**config.mk**
```make
export PLATFORM = sky130hd
export DESIGN_NAME = parking_lift_scheduler
export DESIGN_NICKNAME = d
export VERILOG_FILES = /design/src/rtl/parking_pkg.sv /design/src/rtl/parking_lift_scheduler_free_slot_finder.sv /design/src/rtl/parking_lift_scheduler.sv
export SDC_FILE = /design/constraint.sdc
export NUM_CORES = 1
export LEC_CHECK = 0
export CORE_AREA = 8 8 79 81
export DETAILED_ROUTE_END_ITERATION = 7
export DIE_AREA = 0 0 87 89
export GPL_TIMING_DRIVEN = 0
export PLACE_DENSITY = 0.93
export SYNTH_ARGS = -nofsm -noshare
export SYNTH_HDL_FRONTEND = slang
export SYNTH_HIERARCHICAL = 1
export SYNTH_SLANG_ARGS = --single-unit
```
**constraint.sdc**
```tcl
create_clock -name clk -period 5.7 [get_ports clk]
set_input_delay 0.855 -clock clk [delete_from_list [all_inputs] [get_ports clk]]
set_output_delay 0.855 -clock clk [all_outputs]
set_load 0.05 [all_outputs]
```
**src/rtl/parking_pkg.sv**
```systemverilog
// Shared constants and types for the parking lift scheduler.
// Holds the slot geometry, lift timing, the controller state enum and
// the operation enum that also serves as the round-robin priority token.
package parking_pkg;

    localparam int unsigned NUM_SLOTS   = 24;
    localparam int unsigned ADDR_W      = 5;
    localparam int unsigned MOVE_CYCLES = 8;
    localparam int unsigned HOLD_CYCLES = 4;

    // One counter serves both lift stepping and load/unload hold time
    localparam int unsigned CNT_MAX = (MOVE_CYCLES > HOLD_CYCLES) ? MOVE_CYCLES : HOLD_CYCLES;
    localparam int unsigned CNT_W   = (CNT_MAX > 1) ? $clog2(CNT_MAX) : 1;

    typedef enum logic [2:0] {
        IDLE      = 3'd0,
        MOVE_OUT  = 3'd1,
        XFER      = 3'd2,
        MOVE_BACK = 3'd3,
        DONE      = 3'd4
    } state_e;

    typedef enum logic {
        PARK = 1'b0,
        RETR = 1'b1
    } op_e;

endpackage

```
**src/rtl/parking_lift_scheduler_free_slot_finder.sv**
```systemverilog
// Lowest-free-slot priority encoder over the occupancy map.
// Ports:
//   occ_i   - occupancy map, bit i=1 means slot i occupied
//   slot_o  - index of the lowest clear bit (0 when none)
//   valid_o - at least one slot is free
module free_slot_finder
    import parking_pkg::*;
(
    input  logic [NUM_SLOTS-1:0] occ_i,
    output logic [ADDR_W-1:0]    slot_o,
    output logic                 valid_o
);

    // Scan from the top so the lowest free index is the last one written
    always_comb begin
        slot_o  = '0;
        valid_o = 1'b0;
        for (int i = int'(NUM_SLOTS) - 1; i >= 0; i--) begin
            if (!occ_i[i]) begin
                slot_o  = ADDR_W'(i);
                valid_o = 1'b1;
            end
        end
    end

endmodule

```
**src/rtl/parking_lift_scheduler.sv**
```systemverilog
// Single-lift sequencer for the automated parking lot.
// Arbitrates park/retrieve requests (round-robin when both are eligible),
// moves the lift one position per MOVE_CYCLES, loads/unloads in HOLD_CYCLES
// and owns the occupancy map.
// Ports:
//   clk, rst           - clock, asynchronous active-high reset
//   park_req/park_ack  - gate park request (level) / completion pulse
//   retr_req/retr_ack  - retrieve request (level) / completion-or-reject pulse
//   retr_addr          - slot to retrieve, sampled at grant
//   err                - pulses with retr_ack on a rejected retrieve
//   car_storage        - occupancy map
//   lift_pos           - lift position, 0 = gate
//   busy               - controller not idle
//   full               - combinational, all slots occupied
module parking_lift_scheduler
    import parking_pkg::*;
(
    input  logic                 clk,
    input  logic                 rst,
    input  logic                 park_req,
    output logic                 park_ack,
    input  logic                 retr_req,
    input  logic [ADDR_W-1:0]    retr_addr,
    output logic                 retr_ack,
    output logic                 err,
    output logic [NUM_SLOTS-1:0] car_storage,
    output logic [ADDR_W-1:0]    lift_pos,
    output logic                 busy,
    output logic                 full
);

    state_e                state_q, state_d;
    op_e                   op_q, op_d;
    op_e                   prio_q, prio_d;
    logic [ADDR_W-1:0]     target_q, target_d;
    logic [ADDR_W-1:0]     pos_q, pos_d;
    logic [CNT_W-1:0]      cnt_q, cnt_d;
    logic [NUM_SLOTS-1:0]  map_q, map_d;
    logic                  park_ack_q, park_ack_d;
    logic                  retr_ack_q, retr_ack_d;
    logic                  err_q, err_d;
    logic                  busy_q, busy_d;

    logic [ADDR_W-1:0]     free_slot;
    logic                  free_valid;
    logic                  park_elig, retr_elig, grant_retr, grant_park;
    logic                  addr_ok, slot_occ;

    free_slot_finder u_finder (
        .occ_i   (map_q),
        .slot_o  (free_slot),
        .valid_o (free_valid)
    );

    // A request being acked this cycle is still held high by its requester;
    // masking it prevents a spurious re-grant.
    assign park_elig  = park_req && free_valid && !park_ack_q;
    assign retr_elig  = retr_req && !retr_ack_q;
    assign grant_retr = retr_elig && (!park_elig || (prio_q == RETR));
    assign grant_park = park_elig && !grant_retr;
    assign addr_ok    = retr_addr < ADDR_W'(NUM_SLOTS);
    assign slot_occ   = addr_ok && map_q[retr_addr];

    // Next-state and registered-output logic
    always_comb begin
        state_d    = state_q;
        op_d       = op_q;
        prio_d     = prio_q;
        target_d   = target_q;
        pos_d      = pos_q;
        cnt_d      = cnt_q;
        map_d      = map_q;
        park_ack_d = 1'b0;
        retr_ack_d = 1'b0;
        err_d      = 1'b0;

        case (state_q)
            IDLE: begin
                cnt_d = '0;
                if (grant_retr) begin
                    if (!slot_occ) begin
                        // Rejected: answer at once, keep priority unchanged
                        retr_ack_d = 1'b1;
                        err_d      = 1'b1;
                    end else begin
                        target_d = retr_addr;
                        op_d     = RETR;
                        state_d  = MOVE_OUT;
                        if (park_elig) prio_d = PARK;
                    end
                end else if (grant_park) begin
                    target_d = free_slot;
                    op_d     = PARK;
                    state_d  = MOVE_OUT;
                    if (retr_elig) prio_d = RETR;
                end
            end
            MOVE_OUT: begin
                if (cnt_q == CNT_W'(MOVE_CYCLES - 1)) begin
                    cnt_d = '0;
                    pos_d = pos_q + ADDR_W'(1);
                    // Slot target sits at position target+1
                    if (pos_q == target_q) state_d = XFER;
                end else begin
                    cnt_d = cnt_q + CNT_W'(1);
                end
            end
            XFER: begin
                if (cnt_q == CNT_W'(HOLD_CYCLES - 1)) begin
                    cnt_d           = '0;
                    map_d[target_q] = (op_q == PARK);
                    state_d         = MOVE_BACK;
                end else begin
                    cnt_d = cnt_q + CNT_W'(1);
                end
            end
            MOVE_BACK: begin
                if (cnt_q == CNT_W'(MOVE_CYCLES - 1)) begin
                    cnt_d = '0;
                    pos_d = pos_q - ADDR_W'(1);
                    if (pos_q == ADDR_W'(1)) state_d = DONE;
                end else begin
                    cnt_d = cnt_q + CNT_W'(1);
                end
            end
            DONE: begin
                park_ack_d = (op_q == PARK);
                retr_ack_d = (op_q == RETR);
                state_d    = IDLE;
            end
            default: state_d = IDLE;
        endcase

        busy_d = (state_d != IDLE);
    end

    // State and output registers
    always_ff @(posedge clk or posedge rst) begin
        if (rst) begin
            state_q    <= IDLE;
            op_q       <= PARK;
            prio_q     <= RETR;
            target_q   <= '0;
            pos_q      <= '0;
            cnt_q      <= '0;
            map_q      <= '0;
            park_ack_q <= 1'b0;
            retr_ack_q <= 1'b0;
            err_q      <= 1'b0;
            busy_q     <= 1'b0;
        end else begin
            state_q    <= state_d;
            op_q       <= op_d;
            prio_q     <= prio_d;
            target_q   <= target_d;
            pos_q      <= pos_d;
            cnt_q      <= cnt_d;
            map_q      <= map_d;
            park_ack_q <= park_ack_d;
            retr_ack_q <= retr_ack_d;
            err_q      <= err_d;
            busy_q     <= busy_d;
        end
    end

    assign park_ack    = park_ack_q;
    assign retr_ack    = retr_ack_q;
    assign err         = err_q;
    assign car_storage = map_q;
    assign lift_pos    = pos_q;
    assign busy        = busy_q;
    assign full        = &map_q;

endmodule
```
# [After elaboration in Yosys (flattened, before gate mapping)]
# Index checks and enable logic that the tools add are counted.
[word_totals] romBits=0 reg_bits=46 n_memories=0 latch_bits=0 ram_bits=0
[classes] n_lt_le_gt_ge=4 n_div=0 addsub=3 n_reduce_logical=24 shifts=0 mul=0 mux=84 bitwise=1 eq_ne=12
[op_table] op="5-bit two-way mux" count=29
[op_table] op="1-bit two-way mux" count=38
[op_table] op="3-bit two-way mux" count=10
[op_table] op="24-bit bitwise mux" count=1
[op_table] op="24-bit AND reduction" count=1
[op_table] op="5-bit by 6-bit < comparator with 1-bit output (second input constant)" count=2
[op_table] op="3-bit case mux with 4 select lines" count=1
[op_table] op="5-bit case mux with 2 select lines" count=1
[op_table] op="3-bit by 2-bit equality test with 1-bit output (second input constant)" count=3
[op_table] op="3-bit case mux with 3 select lines" count=1
[op_table] op="1-bit logical AND" count=7
[op_table] op="3-bit equality test (second input constant)" count=2
[op_table] op="2-bit inequality test (second input constant)" count=3
[op_table] op="3-bit AND reduction" count=2
[op_table] op="2-bit nonzero test" count=3
[op_table] op="3-bit nonzero test" count=2
[op_table] op="5-bit by 1-bit adder with 5-bit output (second input constant)" count=1
[op_table] op="1-bit binary-select mux with 5-bit select" count=1
[op_table] op="1-bit demux with 5-bit select" count=1
[op_table] op="5-bit by 1-bit equality test with 1-bit output (second input constant)" count=1
[op_table] op="5-bit equality test" count=1
[op_table] op="5-bit by 1-bit greater-or-equal comparator with 1-bit output (second input constant)" count=1
[op_table] op="5-bit < comparator (second input constant)" count=1
[op_table] op="5-bit AND reduction" count=1
[op_table] op="11 further kinds" count=14

# [Longest topological paths before layout]
[logic_depth] word_depth=35 ltp_mapped=9

# [Cells and area by module]
# The synthesis kept the hierarchy.
[by_module_without_submodules] module="parking_lift_scheduler" seq_area_each_um2=1152.4 area_per_inst_um2=2557.5 cells_per_inst=251 n_inst=1
[by_module_without_submodules] module="free_slot_finder" seq_area_each_um2=0.0 area_per_inst_um2=291.5 cells_per_inst=50 n_inst=1

# [Worst setup path before layout]
# Ideal clock, no wire load.
[synth_path] path_kind="register -> output" start="register map_q[20] (netlist: car_storage[20])" end="output port full" path_slack_ns=2.376 n_path_buf=0 required_ns=4.845 t_arrival_ns=2.469 path_stages_with_launch=4 path_cell_list="dfrtp_1 > nand4_1 > or4_1 > nor3_1"
[synth_via] elab_chain_cells=1
[synth_lines] element="start: declaration" line="parking_lift_scheduler.sv:38" source="logic [NUM_SLOTS-1:0] map_q, map_d;"
[synth_lines] element="start signal: assignment" line="parking_lift_scheduler.sv:158" source="map_q <= map_d;"
[synth_lines] element="24-bit AND reduction" line="parking_lift_scheduler.sv:172" source="assign full = &map_q;"
[synth_lines] element="end: declaration" line="parking_lift_scheduler.sv:29" source="output logic full"
# No other way between the ends.

# [Final worst setup path]
[layout_path] start="register map_q[15] (netlist: car_storage[15])" end="output port full"
# Same word-level chain as after synthesis.

==> reports/metrics.yaml <==
job:
  drv_cap: 0
routing:
  vias: 2682
  drt_iter0_markers: 393
  via_per_inst: 6.386
  drc: 0
  wirelength_um: 7522
  postRouteAntennaNets: 0
  wire_per_inst_um: 17.91
  dr.pass1.iters: 5
final_layout:
  antenna_cells: 0
  fillers: 358
  seqCellArea_um2: 1152
  drive_above_1_share: 0.08571
  multi_input_area_um2: 1560
  synthToLayoutAreaGrowth_pct: 20.86
  finish.utilization: 0.6918
  nNetsFinal: 365
timing:
  slew_violations: 0
  rsz0062_at_grt: "false"
  worst_pin_slew_ps: 889.0
  setup_tns_ps: 0
  post-route-min-period_ps: 3365
  setup_viol: 0
  setup_slack_ps: 2335
  clock_skew_ps: 13.08
  fmax_mhz: 297.2
  hold_viol_final: 0
  slew_headroom: 0.4060
  fin_crit_sh: 0.5904
die:
  fp.dieH_um: 89
  core-area_um2: 4977
  die_area_um2: 7743
  rows: 26
  fp.dieW_um: 87
  io_pins: 43
  start_util: 0.5724
setup_path:
  path_cells: "nand4_1 -> or4_1 -> nor3_1 -> clkdlybuf4s50_1"
  critical_path_required_ps: 4850
  cp_top_family: "simple AND/OR/NAND/NOR gates"
  critical-path-max-stage-delay_ps: 840
  crit_slowest_cell: "clkdlybuf4s50_1"
  worst_setup_path_start_kind: "flip-flop"
  endpoint_kind: "output pin"
  cp.buffers_inverters: 1
  crit_arrival_ps: 2510
  cp_max_fo: 8
  crit_type: "flip-flop to output pin"
global_route:
  gr-total-overflow: 0
  antenna_found_initial: 0
  grt_most_used_layer: "met2"
  grt_pass1_vias: 2522
  grt_pass1_wl_um: 12340
  grt_use_met3: 0.03768
  grt_use_total: 0.2040
  met2_usage: 0.3255
  grt_max_degree: 29
  use_met1: 0.2521
pwr:
  power.density_nw_per_um2: 320.0
  p_leak_nw: 1.380
  vdd_drop_max_v: 0.0001799
yosys:
  synthArstFlopShare: 1.000
  synth_edf_count: 0
  netlist_instances: 301
  yosysSeqAreaShare: 0.4045
  synth_cell_type_count: 53
  yosysWarnings: 6
  syn_nets: 317
  synth_top_area_frac: 0.3953
  postSynthAreaPerCell_um2: 9.465
  yosys-top-cells-area: "dfrtp_1 40%, a21oi_1 5.1%, a31oi_1 4.4%"
  ys_ff_latch: 46
  synth_area_leader_cell: "dfrtp_1"
  netlist_area_um2: 2849
  synth_ff_type: "dfrtp_1"
cts:
  cts_made_buffers: 5
  cts_tree: "yes"
  cts_hold_buf: 0
  clock_sinks: 46
  clockBufferDepth: 2
  cts.clk_slew.worst_paths_ps: 90
  cts-resized-gates: 0
  postCtsSetupBuffers: 0
  clock-root-buffer: "clkbuf_8"
  clock_latency_ps: 300
  cts_max_level: 2
placed_design:
  dpl_worst_slack_ps: 2605
  io_buffer_count: 40
  dp_hpwl_um: 5396
  gp_congestion: 0.8886
worst_hold_path:
  hp-class: "flip-flop to flip-flop"
outcome:
  status: "finished clean"
worst min-delay path, cell delays in order (launching register included):
cell	delay, ps
dfrtp_1	360
nand2_1	50
o21ai_0	60
layer usage:
metal  up-vias  routed length [um]
li1       1221                   -
met2       149                3533
met1      1283                3127
met3        29                 578
met5         -                   0
met4         0                 283
area by class of cell:
| class | instances | share of cell area |
|---|---|---|
| Multi-Input combinational cell | 221 | 0.4531 |
| Sequential cell | 46 | 0.3347 |
| Timing Repair Buffer | 41 | 0.1221 |
| Tap cell | 70 | 0.02544 |
| Buffer | 20 | 0.02435 |
| Clock buffer | 6 | 0.02108 |
| Inverter | 14 | 0.01526 |
| Clock inverter | 2 | 0.003997 |
per-stage QoR:
step / cell area, um2 / cells / total power (W) / hold slack (ps)
2_1_floorplan: 2849 / 301 / 0.0007721 / 457.0
3_3_place_gp: 3337 / 411 / 0.0008773 / 472.2
4_1_cts: 3443 / 420 / 0.001101 / 512.8
6_report: 3443 / 420 / 0.001102 / 508.6
3_5_place_dp: 3357 / 412 / 0.0009021 / 491.5
5_1_grt: 3443 / 420 / 0.001168 / 541.2
cell families (layout without fill, tap and decap cells):
group / count (synthesis) / after routing / synth area share
flops: 46 / 46 / 0.4045
mux: 24 / 24 / 0.1023
compound gates: 78 / 78 / 0.1761
simple gates: 101 / 101 / 0.2047
xor+xnor: 11 / 11 / 0.03382
fa+ha+maj: 7 / 7 / 0.03074
buf+inv: 34 / 83 / 0.04787
worst paths after layout:
| check | start | endpoint | slack, ps | depth (start not counted) |
|---|---|---|---|---|
| max | car_storage[15] | full | 2330 | 4 |
| min reg2reg | cnt_q[1] | cnt_q[1] | 510 | 2 |
| min | cnt_q[1] | cnt_q[1] | 510 | 2 |
| min in group asynchronous | rst | car_storage[3] | 850 | 2 |
| max reg2reg | car_storage[19] | target_q[0] | 3140 | 9 |
| max in group asynchronous | rst | prio_q | 4310 | 3 |
cell usage after synthesis, drive strengths merged, types with 2 or more instances:
| cell type | n |
|---|---|
| a211oi | 2 |
| a21boi | 4 |
| a21oi | 29 |
| a22oi | 2 |
| a31oi | 21 |
| and3 | 2 |
| and3b | 3 |
| buf | 4 |
| clkbuf | 16 |
| dfrtp | 45 |
| ha | 7 |
| inv | 14 |
| mux2 | 11 |
| mux2i | 10 |
| mux4 | 3 |
| nand2 | 22 |
| nand2b | 4 |
| nand3 | 7 |
| nand4 | 17 |
| nand4b | 5 |
| nor2 | 10 |
| nor2b | 9 |
| nor3 | 5 |
| nor3b | 4 |
| nor4 | 4 |
| o21ai | 6 |
| o21bai | 3 |
| or2 | 2 |
| or4 | 2 |
| xnor2 | 2 |
| xor2 | 9 |
flip-flops by register name, indices dropped and copies added, names as in the netlist, 3 cells and up:
signal and cells:
target_q 5, car_storage 24, state_q 3, cnt_q 3
lift_pos 5
placed cells by master, fill, tap and decap left out, types with 11 or more instances in the layout:
master	count
dfrtp_1	45
clkdlybuf4s50_1	40
a21oi_1	29
nand2_1	22
a31oi_1	20
clkbuf_1	17
nand4_1	17
inv_1	13
mux2_2	11
power by group:
group	switching, W	total, W	internal [W]	leakage [nW]
Combinational	0.000303	0.000471	0.000168	0.730
Clock	0.000110	0.000196	0.0000866	0.0452
Sequential	0.0000500	0.000434	0.000384	0.605
Total	0.000463	0.00110	0.000639	1.38
(Power assumes the default switching activity.)
